--- src/rtl/instr_encoder.sv ---
// Batch encoder: packs RV32 instruction fields into 32-bit words, one accepted
// entry per cycle, and tags each emitted word with a sequential write address.
module instr_encoder (
    input  logic        clk,
    input  logic        rst_n,
    input  logic        start,
    input  logic [31:0] base_addr,
    input  logic [15:0] count,
    input  logic        in_valid,
    output logic        in_ready,
    input  logic [2:0]  fmt,
    input  logic [31:0] imm,
    input  logic [4:0]  rd,
    input  logic [4:0]  rs1,
    input  logic [4:0]  rs2,
    input  logic [2:0]  funct3,
    input  logic [6:0]  funct7,
    input  logic [6:0]  opcode,
    output logic        out_valid,
    input  logic        out_ready,
    output logic [31:0] out_instr,
    output logic [31:0] out_addr,
    output logic        busy,
    output logic        done,
    output logic [7:0]  err_count
);

    localparam int unsigned ADDR_W    = 32;
    localparam int unsigned INSTR_W   = 32;
    localparam int unsigned CNT_W     = 16;
    localparam int unsigned ERR_W     = 8;
    localparam int unsigned ADDR_STEP = 4;

    localparam logic [2:0] FMT_I = 3'b000;
    localparam logic [2:0] FMT_S = 3'b001;
    localparam logic [2:0] FMT_B = 3'b010;
    localparam logic [2:0] FMT_U = 3'b011;
    localparam logic [2:0] FMT_J = 3'b100;
    localparam logic [2:0] FMT_R = 3'b101;

    typedef enum logic [1:0] {
        S_IDLE  = 2'd0,
        S_RUN   = 2'd1,
        S_DRAIN = 2'd2
    } state_t;

    state_t              r_state;
    state_t              w_state_nxt;
    logic [ADDR_W-1:0]   r_addr;
    logic [CNT_W-1:0]    r_remain;
    logic [ERR_W-1:0]    r_err;
    logic                r_out_valid;
    logic [INSTR_W-1:0]  r_out_instr;

    logic                w_in_ready;
    logic                w_done;
    logic                w_busy;
    logic                w_start_take;
    logic                w_accept;
    logic                w_out_hs;
    logic                w_last;
    logic [INSTR_W-1:0]  w_instr;
    logic                w_err;
    logic                w_fits12;
    logic                w_fits13;
    logic                w_fits21;

    // Immediate range checks: the value fits if all bits above the field's sign bit match it
    assign w_fits12 = (imm[31:11] == '0) || (imm[31:11] == '1);
    assign w_fits13 = (imm[31:12] == '0) || (imm[31:12] == '1);
    assign w_fits21 = (imm[31:20] == '0) || (imm[31:20] == '1);

    // Field packing and error classification per format
    always_comb begin
        w_instr = '0;
        w_err   = 1'b0;
        case (fmt)
            FMT_I: begin
                w_instr = {imm[11:0], rs1, funct3, rd, opcode};
                w_err   = !w_fits12;
            end
            FMT_S: begin
                w_instr = {imm[11:5], rs2, rs1, funct3, imm[4:0], opcode};
                w_err   = !w_fits12;
            end
            FMT_B: begin
                w_instr = {imm[12], imm[10:5], rs2, rs1, funct3, imm[4:1], imm[11], opcode};
                w_err   = !w_fits13 || imm[0];
            end
            FMT_U: begin
                w_instr = {imm[31:12], rd, opcode};
                w_err   = (imm[11:0] != 12'd0);
            end
            FMT_J: begin
                w_instr = {imm[20], imm[10:1], imm[11], imm[19:12], rd, opcode};
                w_err   = !w_fits21 || imm[0];
            end
            FMT_R: begin
                w_instr = {funct7, rs2, rs1, funct3, rd, opcode};
                w_err   = 1'b0;
            end
            default: begin
                w_instr = '0;
                w_err   = 1'b1;
            end
        endcase
    end

    assign w_start_take = start && (r_state == S_IDLE);
    assign w_accept     = in_valid && w_in_ready;
    assign w_out_hs     = r_out_valid && out_ready;
    assign w_last       = (r_remain == CNT_W'(1));

    always_ff @(posedge clk or negedge rst_n) begin
        if (!rst_n) begin
            r_state <= S_IDLE;
        end else begin
            r_state <= w_state_nxt;
        end
    end

    // Next state and handshake/status decode
    always_comb begin
        w_state_nxt = r_state;
        w_in_ready  = 1'b0;
        w_done      = 1'b0;
        w_busy      = 1'b1;
        case (r_state)
            S_IDLE: begin
                w_busy = 1'b0;
                if (start) begin
                    w_state_nxt = (count == CNT_W'(0)) ? S_DRAIN : S_RUN;
                end
            end
            S_RUN: begin
                w_in_ready = !r_out_valid || out_ready;
                if (in_valid && w_in_ready && w_last) begin
                    w_state_nxt = S_DRAIN;
                end
            end
            S_DRAIN: begin
                if (!r_out_valid) begin
                    w_done      = 1'b1;
                    w_state_nxt = S_IDLE;
                end
            end
            default: begin
                w_state_nxt = S_IDLE;
            end
        endcase
    end

    // Batch counters and the output register
    always_ff @(posedge clk or negedge rst_n) begin
        if (!rst_n) begin
            r_addr      <= '0;
            r_remain    <= '0;
            r_err       <= '0;
            r_out_valid <= 1'b0;
            r_out_instr <= '0;
        end else begin
            if (w_start_take) begin
                r_addr   <= base_addr;
                r_remain <= count;
                r_err    <= '0;
            end else begin
                if (w_out_hs) begin
                    r_addr <= r_addr + ADDR_W'(ADDR_STEP);
                end
                if (w_accept) begin
                    r_remain <= r_remain - CNT_W'(1);
                end
                if (w_accept && w_err && (r_err != '1)) begin
                    r_err <= r_err + ERR_W'(1);
                end
            end
            // A fresh entry overwrites the slot being drained in the same cycle
            if (w_accept && !w_err) begin
                r_out_valid <= 1'b1;
                r_out_instr <= w_instr;
            end else if (w_out_hs) begin
                r_out_valid <= 1'b0;
            end
        end
    end

    assign in_ready  = w_in_ready;
    assign busy      = w_busy;
    assign done      = w_done;
    assign out_valid = r_out_valid;
    assign out_instr = r_out_instr;
    assign out_addr  = r_addr;
    assign err_count = r_err;

endmodule

--- config.mk ---
export PLATFORM = sky130hd
export DESIGN_NAME = instr_encoder
export DESIGN_NICKNAME = d
export VERILOG_FILES = /design/src/rtl/instr_encoder.sv
export SDC_FILE = /design/constraint.sdc
export NUM_CORES = 1
export LEC_CHECK = 0
export CAP_MARGIN = 25
export CORE_MARGIN = 2
export CORE_UTILIZATION = 30
export CTS_CLUSTER_DIAMETER = 80
export CTS_CLUSTER_SIZE = 25
export DETAILED_ROUTE_END_ITERATION = 8
export SLEW_MARGIN = 20
export SYNTH_ARGS = -nofsm -noshare
export SYNTH_HDL_FRONTEND = slang
export SYNTH_SLANG_ARGS = --single-unit
--- constraint.sdc ---
create_clock -name clk -period 2.65 [get_ports clk]
set_clock_uncertainty 0.1 [all_clocks]
set_input_delay 0.795 -clock clk [delete_from_list [all_inputs] [get_ports clk]]
set_output_delay 0.795 -clock clk [all_outputs]
set_load 0.02 [all_outputs]
---- Word level (Yosys, flattened, before mapping) ----
Cells that the tools add are included.
operators by class
  equality and inequality tests ........... 15
  muxes and demuxes ....................... 19
  reduce and logical (&&, ||, !) cells .... 32
  add/subtract/negate cells ............... 3
operators by type and width
  cell                                                count
  case mux 32 bit (6 select lines)                    1
  two-way mux 32 bit                                  2
  adder 32 x 3 -> 32 bit, second input constant       1
  two-way mux 16 bit                                  2
  == test 21 bit, second input constant               1
  zero test 21 bit                                    1
  == test 20 bit, second input constant               1
  zero test 20 bit                                    1
  == test 16 x 1 -> 1 bit, second input constant      1
  zero test 16 bit                                    1
  two-way mux 8 bit                                   2
  subtractor 16 x 1 -> 16 bit, second input constant  1
  == test 12 bit, second input constant               1
  zero test 12 bit                                    1
  nonzero test 12 bit                                 1
  adder 8 x 1 -> 8 bit, second input constant         1
  logical AND 1 bit                                   8
  two-way mux 2 bit                                   4
  inequality test 8 bit, second input constant        1
  nonzero test 2 bit                                  4
  == test 3 x 2 -> 1 bit, second input constant       2
  == test 3 bit, second input constant                2
  logical OR 1 bit                                    6
  two-way mux 1 bit                                   6
  other kinds (11)                                    17
storage, ports and cells
  register bits ........................... 91
  input port bits ......................... 120

---- Depth between registers and ports, before layout ----
Gate-level depths: netlist (run 1).
  word-level depth ........................ 9
  depth in mapped cells ................... 11

---- Worst setup path after synthesis (run 1) ----
OpenSTA, ideal clock, no wires.
  path kind ............................... input-to-reg
  from .................................... input out_ready
  to ...................................... register r_err[4] (netlist: err_count[4])
  slack ................................... 0.071 ns
  required time ........................... 2.430 ns
  arrival ................................. 2.359 ns
  stages on the path ...................... 8
  setup time .............................. 0.120 ns
  path buffers ............................ 1
  cells stage by stage .................... nand2b_1 > nor2b_2 > and2_1 > clkbuf_1 > o21ai_1 > a31oi_2 > a21oi_1 > a31o_2
on the way
  word-level cells in the longest chain between the ends .. 6
RTL lines
  what                                 line  text
  start, declared                      20    input logic out_ready,
  logical OR 1 bit                     136   w_in_ready = !r_out_valid || out_ready;
  two-way mux 1 bit                    128   case (r_state)
  net in_ready                         10    output logic in_ready,
  logical AND 1 bit                    110   assign w_accept = in_valid && w_in_ready;
  logical AND 1 bit (2 in series)      173   if (w_accept && w_err && (r_err != '1)) begin
  nonzero test 2 bit (no source line)  --
  end signal, assigned                 174   r_err <= r_err + ERR_W'(1);
  end, declared                        51    logic [ERR_W-1:0] r_err;
The timed path passes the listed nets, and every way through them passes these cells.
A chain may end at the register's enable or synchronous reset.

---- Worst setup path in the final report (run 1) ----
  from .................................... input out_ready
  to ...................................... output in_ready
on the way
  word-level cells in the longest chain between the ends .. 2
RTL lines
  what               line
  logical OR 1 bit   136
  two-way mux 1 bit  128
  end, declared      10
Every way passes these cells.

==> results by group, run 1 <==
Run status
  – Outcome: complete, no violations

Clock tree
  – Clock transition at path regs: 0.07 ns
  – Clk Latency, worst-skew pair: 0.34 ns
  – CTS tree: done
  – Clock buffer depth: 2
  – TritonCTS Buffers: 9
  – Sink Count: 91
  – Root Buffer: clkbuf_16
  – H-tree levels: 3

Worst setup path
  – Critical Path Sink Type: output pin
  – CP Max Fanout: 2
  – Slowest-stage cell, CP: clkdlybuf4s50_1
  – Critical path, cell by cell: clkdlybuf4s50_1 > nand2b_4 > nor2b_4 > buf_4
  – Crit Path Class: in2out
  – Worst setup SP type: input port
  – Worst Path Arrival: 1.73 ns
  – Max stage delay on crit path: 0.47 ns
  – Worst path required time: 1.76 ns

STA
  – Slew Viols, Final: 0
  – Fmax: 0.382 GHz
  – Setup violators final: 0
  – Rel. slew slack: 0.701
  – Hold Vio Cnt, Final: 0
  – Tcrit/Tclk final: 0.989
  – RSZ-0062 raised after global routing: true
  – Setup ws final: 0.0295 ns
  – Period minus WS final: 2.62 ns
  – Tightest Pin Transition: 0.448 ns

Power and ir drop
  – Leakage: 3.47 nW
  – Internal: 4.50 mW
  – Clock group share of total power: 0.170
  – Flop pwr share: 0.347
  – Switching Fraction: 0.394
  – VDD IR max: 0.450 mV
  – Pwr dens: 881 nW/um^2
  – Combinational share of power: 0.483
  – Net Sw Power: 2.93 mW

Detailed routing
  – DRC errors left: 0
  – Via density: 5.12
  – Iter 0 DRT Violations: 216
  – Routed length per instance: 16.2 microns
  – Detailed Routing Iterations Pass 1: 4
  – Antenna Violating Nets Remaining: 0
  – Via count of the routed design: 5437
  – Drt total wl: 17200 microns

Place
  – Post-DP HPWL: 12900 microns
  – Worst slack, placed: -0.526 ns
  – Routability cong.: 0.875
  – PortBufs: 195

Cells and area
  – Final Util: 0.490
  – Fillcell total: 1666
  – Share of cells above drive strength 1: 0.152
  – Fin nets: 955
  – Antenna cells: 0
  – Area grow syn2layout: 61.2%

Synthesis
  – Mapped Area: 5230 sq um
  – Ys flop type: dfrtp_1
  – Number of synthesized flops with an enable pin: 0
  – Post-synth ARST share: 1.00
  – Yosys top cell area share: 0.436
  – Count leader, synth: dfrtp_1
  – Synthesized flop and latch total: 91
  – Post-synth top cells: 91 x dfrtp_1, 82 x nand2_1, 54 x o21ai_0
  – Top post-synthesis cells by area: dfrtp_1 44%, nand2_1 5.9%, o21ai_0 5.2%
  – Syn. warnings: 0
  – Synth Area per Inst: 8.92 sq um
  – Yosys top cell by area: dfrtp_1
  – Mapped Cells: 586
  – Syn_nets: 710
  – Distinct cells, synth: 50
  – Post-synthesis sequential area ratio: 0.436

Job
  – MaxCap Viol Count: 0

Die
  – # rows: 48
  – Starting Density: 0.304
  – I/O pin cnt: 196
  – Die Width: 136 microns
  – Area of the core: 17200 sq um
  – Chip height: 136 microns
  – Die area: 18500 sq um

GRT
  – Number of global-route vias before repair: 5546
  – Initial antenna violation count: 0
  – Wire length of the first global-routing pass: 27500 microns
  – GR Overflow Total: 0
  – Largest net degree at the start of global routing: 53
  – GRT Overall Usage: 0.188

Worst hold path
  – Worst hold-check path type: in2async
[cells by family (layout without fill, tap and decap cells)]
logic type               count (synthesis)  count (layout)  synth area share
AND/OR/NAND/NOR                        224             224             0.216
AO/OA/AOI/OAI                          166             166             0.210
flip-flops                              91              91             0.436
buffers and inverters                   51             301            0.0409
XOR/XNOR                                34              34            0.0570
multiplexers                            16              16            0.0309
adder cells (fa/ha/maj)                  4               4           0.00958
[power by group through the flow]
stage / Combinational, mW / Clock (mW) / Sequential, mW
after floorplan: 1.22 / 0 / 3.08
after global placement: 3.47 / 0 / 2.57
after detailed placement: 3.53 / 0 / 2.59
after CTS: 3.59 / 1.31 / 2.58
after global routing: 3.86 / 1.36 / 2.68
final: 3.58 / 1.26 / 2.58
[state kept, by name, indices dropped and copies added (netlist names)]
signal,flops
err_count,8
r_state,2
out_addr,32
out_instr,32
out_valid,1
r_remain,16
[stage by stage]
stage / instances / power (mW) / area, sq um / TNS (ns) / hold WS [ns]
floorplan: 586 / 4.30 / 5230 / 0 / 0.384
global placement: 1035 / 6.03 / 7880 / -21.74 / 0.363
detailed placement: 1035 / 6.12 / 7880 / -23.78 / 0.371
CTS: 1057 / 7.47 / 8290 / 0 / 0.295
global route: 1061 / 7.90 / 8420 / -0.0105 / 0.314
finish: 1061 / 7.42 / 8420 / 0 / 0.289
[worst max-delay path: cells and delay by family]
kind,cells,cell delay (ns)
buffers and inverters,2,0.62
AND/OR/NAND/NOR,2,0.30
[final timing paths]
check                                         from                        end  slack [ns]  cells after the start
max                                      out_ready                   in_ready        0.03                      4
min                                          rst_n  out_instr[14]$_DFFE_PN0P_        0.29                      1
max reg2reg                r_remain[4]$_DFFE_PN0P_     r_state[1]$_DFFE_PN0P_        0.29                      7
min reg2reg                out_addr[1]$_DFFE_PN0P_    out_addr[1]$_DFFE_PN0P_        0.38                      2
max in group asynchronous                    rst_n   out_addr[10]$_DFFE_PN0P_        1.50                      2
min in group clk           out_addr[1]$_DFFE_PN0P_    out_addr[1]$_DFFE_PN0P_        0.38                      2
[cells in the final DEF, fill, tap and decap left out, types with 3 or more instances in the layout]
cell,count
o21a_1,16
and4_1,3
mux2i_1,15
nor2b_1,14
buf_4,64
o211ai_1,10
nand2b_1,8
ha_1,4
buf_12,7
inv_1,16
nand3_1,18
xnor2_1,15
nor4_2,7
buf_6,3
o21ai_1,4
nor2_1,32
o311ai_0,7
nor4_1,7
nor3_2,3
a21oi_1,26
clkbuf_16,9
a22oi_1,14
dfrtp_1,91
clkdlybuf4s50_1,167
dlymetal6s2s_1,11
xor2_1,19
dlygate4sd2_1,14
and3_1,12
o21ai_0,51
nor3_1,4
o221ai_1,20
nand2_1,82
nand4_1,16
[routing by layer]
metal	part of all wire	vias up	GRT usage
li1	-	2630	-
met5	0	-	0
met2	0.48	176	0.319
met4	0.029	0	0.0822
met3	0.060	30	0.0362
met1	0.43	2601	0.233
[final cells by class]
class	count	area, sq um	share of cell area
Sequential cell	91	2280	0.270
Inverter	16	60.1	0.00713
Timing Repair Buffer	269	2640	0.313
Clock inverter	4	32.5	0.00386
Multi-Input combinational cell	444	2880	0.342
Tap cell	225	282	0.0334
Clock buffer	12	256	0.0305
[timing repair]
action,in CTS,in global routing
pin swaps,9,10
resized for setup,38,29
setup endpoints to repair,43,51
hold buffers,0,0
buffers inserted,5,4
gates cloned,1,0
No activity file was read; power rests on OpenSTA's default activity.
==> inputs of run 2 (changes only) <==
- ABC_AREA: default -> 1
==> run 2 against run 1 <==
Sequential cell count is the same. Synthesized cell count up 48%. Fmax about the same. First-iteration DRC count grew 58%. Highest routed layer unchanged. Critical endpoint unchanged. Synthesized area increased by 14%.
==> results by group, run 2 <==
STA
  – Tightest Pin Transition: 0.491 ns (+0.0428 ns)
  – RSZ-0062 raised after global routing: false
  – Hold Vio Cnt, Final: 0 (unchanged)
  – Period minus WS final: 2.62 ns (-0.00169 ns)
  – Tcrit/Tclk final: 0.988 (about the same)
  – Setup violators final: 0 (unchanged)
  – Rel. slew slack: 0.670 (-0.0316)
  – Slew Viols, Final: 0 (unchanged)
  – Hold WS: 0.240 ns (-0.0492 ns)
  – Fmax: 0.382 GHz (about the same)

Die
  – Die Width: 145 microns (+6.4%)
  – Chip height: 145 microns (+6.4%)
  – I/O pin cnt: 196 (unchanged)
  – Area of the core: 19500 sq um (+13%)
  – Starting Density: 0.305 (+0.000907)
  – # rows: 51 (+6.3%)
  – Die area: 20900 sq um (+13%)

Place
  – Inst Count DP: 1362 (+32%)
  – PortBufs: 195 (unchanged)
  – Placed cell areas: 8580 sq um (+9.0%)
  – Routability cong.: 0.917 (+4.7%)
  – Post-DP HPWL: 15500 microns (+20%)

Power and ir drop
  – Total power: 8.09 mW (+9.0%)
  – Net Sw Power: 3.46 mW (+18%)
  – Flop pwr share: 0.322 (-0.025)
  – Combinational share of power: 0.509 (+0.026)
  – Pwr dens: 910 nW/um^2 (+3.3%)
  – Switching Fraction: 0.428 (+0.0338)
  – VDD IR max: 0.449 mV (-0.24%)
  – Clock group share of total power: 0.168 (-0.002)
  – Leakage: 4.10 nW (+18%)
  – Internal: 4.63 mW (+2.9%)

Synthesis
  – Ys flop type: dfrtp_1
  – Largest family of logic cells by synthesized area: simple AND/OR/NAND/NOR gates
  – Synth Area in XOR/XNOR: 0.0324 (-0.0245)
  – Yosys top cell area share: 0.383 (-0.0523)
  – Mapped Cells: 866 (+48%)
  – Post-synthesis mux area share: 0 (-0.0309)
  – Synthesized flop and latch total: 91 (unchanged)
  – Count leader, synth: nand2_1
  – Mapped Area: 5940 sq um (+14%)
  – Post-synthesis compound-gate area fraction: 0.134 (-0.0760)
  – Top post-synthesis cells by area: dfrtp_1 38%, nand2_1 17%, nor2_1 6.5%
  – Post-synthesis simple-gate area fraction: 0.354 (+0.138)
  – Post-synthesis sequential area ratio: 0.383 (-0.0523)
  – Syn_nets: 990 (+39%)
  – Synth Area per Inst: 6.86 sq um (-23%)
  – Number of synthesized flops with an enable pin: 0 (unchanged)
  – Post-synth ARST share: 1.00 (unchanged)
  – Post-synth top cells: 268 x nand2_1, 103 x nor2_1, 97 x inv_1
  – Yosys top cell by area: dfrtp_1
  – Syn. warnings: 0 (unchanged)
  – Distinct cells, synth: 44 (-12%)
  – Post-Synth Adder-Cell Area: 0.00843 (-0.00115)

GRT
  – Largest net degree at the start of global routing: 39 (-26%)
  – Number of global-route vias before repair: 6263 (+13%)
  – Wire length of the first global-routing pass: 31100 microns (+13%)
  – GRT Overall Usage: 0.189 (+0.000491)
  – GR Overflow Total: 0 (unchanged)
  – Initial antenna violation count: 0 (unchanged)

Worst setup path
  – Critical path, cell by cell: clkdlybuf4s50_1 > or2_4 > inv_1 > nor2_1 > buf_4
  – Buffers & Inverters on Critical Path: 3 (+1)
  – Worst Path Arrival: 1.72 ns (about the same)
  – Worst path top cell family by delay: buffers and inverters
  – Crit path from: out_ready
  – CP Max Fanout: 2 (unchanged)
  – Worst path required time: 1.76 ns (about the same)
  – Crit Path Class: in2out
  – Critical Path Sink Type: output pin
  – Worst setup SP type: input port
  – Slowest-stage cell, CP: clkdlybuf4s50_1
  – RR Startpoint: out_addr[3]$_DFFE_PN0P_
  – Max stage delay on crit path: 0.43 ns (-0.04 ns)

Cells and area
  – Finished Cell Area: 8890 sq um (+5.5%)
  – Share of cells above drive strength 1: 0.0952 (-0.0567)
  – Fillcell total: 1984 (+19%)
  – Commonest non-fill, non-tap cells in the layout: 267 x nand2_1, 193 x clkdlybuf4s50_1, 103 x nor2_1
  – Register Area: 2280 sq um (unchanged)
  – Fin nets: 1232 (+29%)
  – Area grow syn2layout: 49.7%
  – Area of the multi-input gates: 3150 sq um (+9.4%)
  – Finished Layout Cells: 1378 (+30%)
  – Commonest non-fill, non-tap cell in the layout: nand2_1
  – Antenna cells: 0 (unchanged)

Detailed routing
  – Drt total wl: 19700 microns (+15%)
  – Detailed Routing Iterations Pass 1: 5 (+1)
  – Antenna Violating Nets Remaining: 0 (unchanged)
  – Iter 0 DRT Violations: 341 (+58%)
  – DRC errors left: 0 (unchanged)
  – Via count of the routed design: 6562 (+21%)
  – Routed length per instance: 14.3 microns (-12%)
  – Via density: 4.76 (-7.1%)

Clock tree
  – Clock transition at path regs: 0.07 ns (about the same)
  – TritonCTS Buffers: 9 (unchanged)
  – Clock buffer depth: 2 (unchanged)
  – Root Buffer: clkbuf_16
  – H-tree levels: 3 (unchanged)
  – # resized after CTS: 6 (-84%)
  – Clk Latency, worst-skew pair: 0.35 ns (about the same)
  – Sink Count: 91 (unchanged)
  – CTS tree: done
  – CTS Hold Bufs: 0 (unchanged)
  – Postcts setup bufs: 0 (-5)

Job
  – MaxCap Viol Count: 0 (unchanged)

Run status
  – Outcome: complete, no violations

Worst hold path
  – Worst hold-check path type: in2async
[run 2: cell families (layout without fill, tap and decap cells)]
| logic type | count (synthesis) | in the layout |
|---|---|---|
| AND/OR/NAND/NOR | 493 | 493 |
| buffers and inverters | 126 | 373 |
| XOR/XNOR | 22 | 22 |
| AO/OA/AOI/OAI | 130 | 130 |
| adder cells (fa/ha/maj) | 4 | 4 |
| flip-flops | 91 | 91 |
[run 2: per-layer routing]
metal | track usage | vias to the layer above | routed length (microns)
met5 | 0 | - | 0
met4 | 0.0659 | 0 | 387
met3 | 0.0428 | 24 | 1370
met2 | 0.301 | 202 | 8940
met1 | 0.252 | 3015 | 8970
li1 | - | 3321 | -
[run 2: power groups by stage]
stage | Clock [mW] | Combinational, mW | Sequential, mW
2_1_floorplan | 0 | 1.75 | 3.05
3_3_place_gp | 0 | 4.08 | 2.62
3_5_place_dp | 0 | 4.14 | 2.61
4_1_cts | 1.40 | 4.15 | 2.61
5_1_grt | 1.45 | 4.55 | 2.71
6_report | 1.36 | 4.12 | 2.61
[run 2: worst reg2reg max path: stages (launching register included)]
cell and delay (ns):
dfrtp_1 0.44, ha_1 0.25, inv_1 0.08, nor2_1 0.17, nand3_1 0.22, nor3_1 0.21
nor2_1 0.05, o21ai_0 0.22, nand2_1 0.07, inv_1 0.05
[run 2: path summary, 6_finish.rpt]
check,slack (ns),cells after the start,endpoint
max in group asynchronous,1.69,2,out_instr[31]$_DFFE_PN0P_
max reg2reg,0.74,9,out_addr[24]$_DFFE_PN0P_
min in group clk,0.38,2,out_instr[28]$_DFFE_PN0P_
max,0.03,5,in_ready
min,0.24,1,out_addr[20]$_DFFE_PN0P_
min reg2reg,0.38,2,out_instr[28]$_DFFE_PN0P_
[run 2: final cells by class]
| class | count | area share |
|---|---|---|
| multi-input combinational | 649 | 0.354 |
| clock inverter | 3 | 0.00521 |
| timing repair buffer | 254 | 0.274 |
| inverter | 103 | 0.0438 |
| tap | 265 | 0.0373 |
| clock buffer | 13 | 0.0293 |
| sequential | 91 | 0.256 |
[run 2: stage by stage]
stage	setup TNS [ns]	utilization	worst slack [ns]
floorplan	0	-	0.501
detailed placement	-0.842	0.441	-0.390
global placement	-0.387	0.441	-0.371
CTS	0	0.457	0.0488
finish	0	0.457	0.0312
global route	0	0.457	0.00621
==> inputs of run 3 (changes only) <==
- SLEW_MARGIN: 20 -> 30
==> results of run 3 <==
Final layout, timing and power as in run 2 (identical DEF).
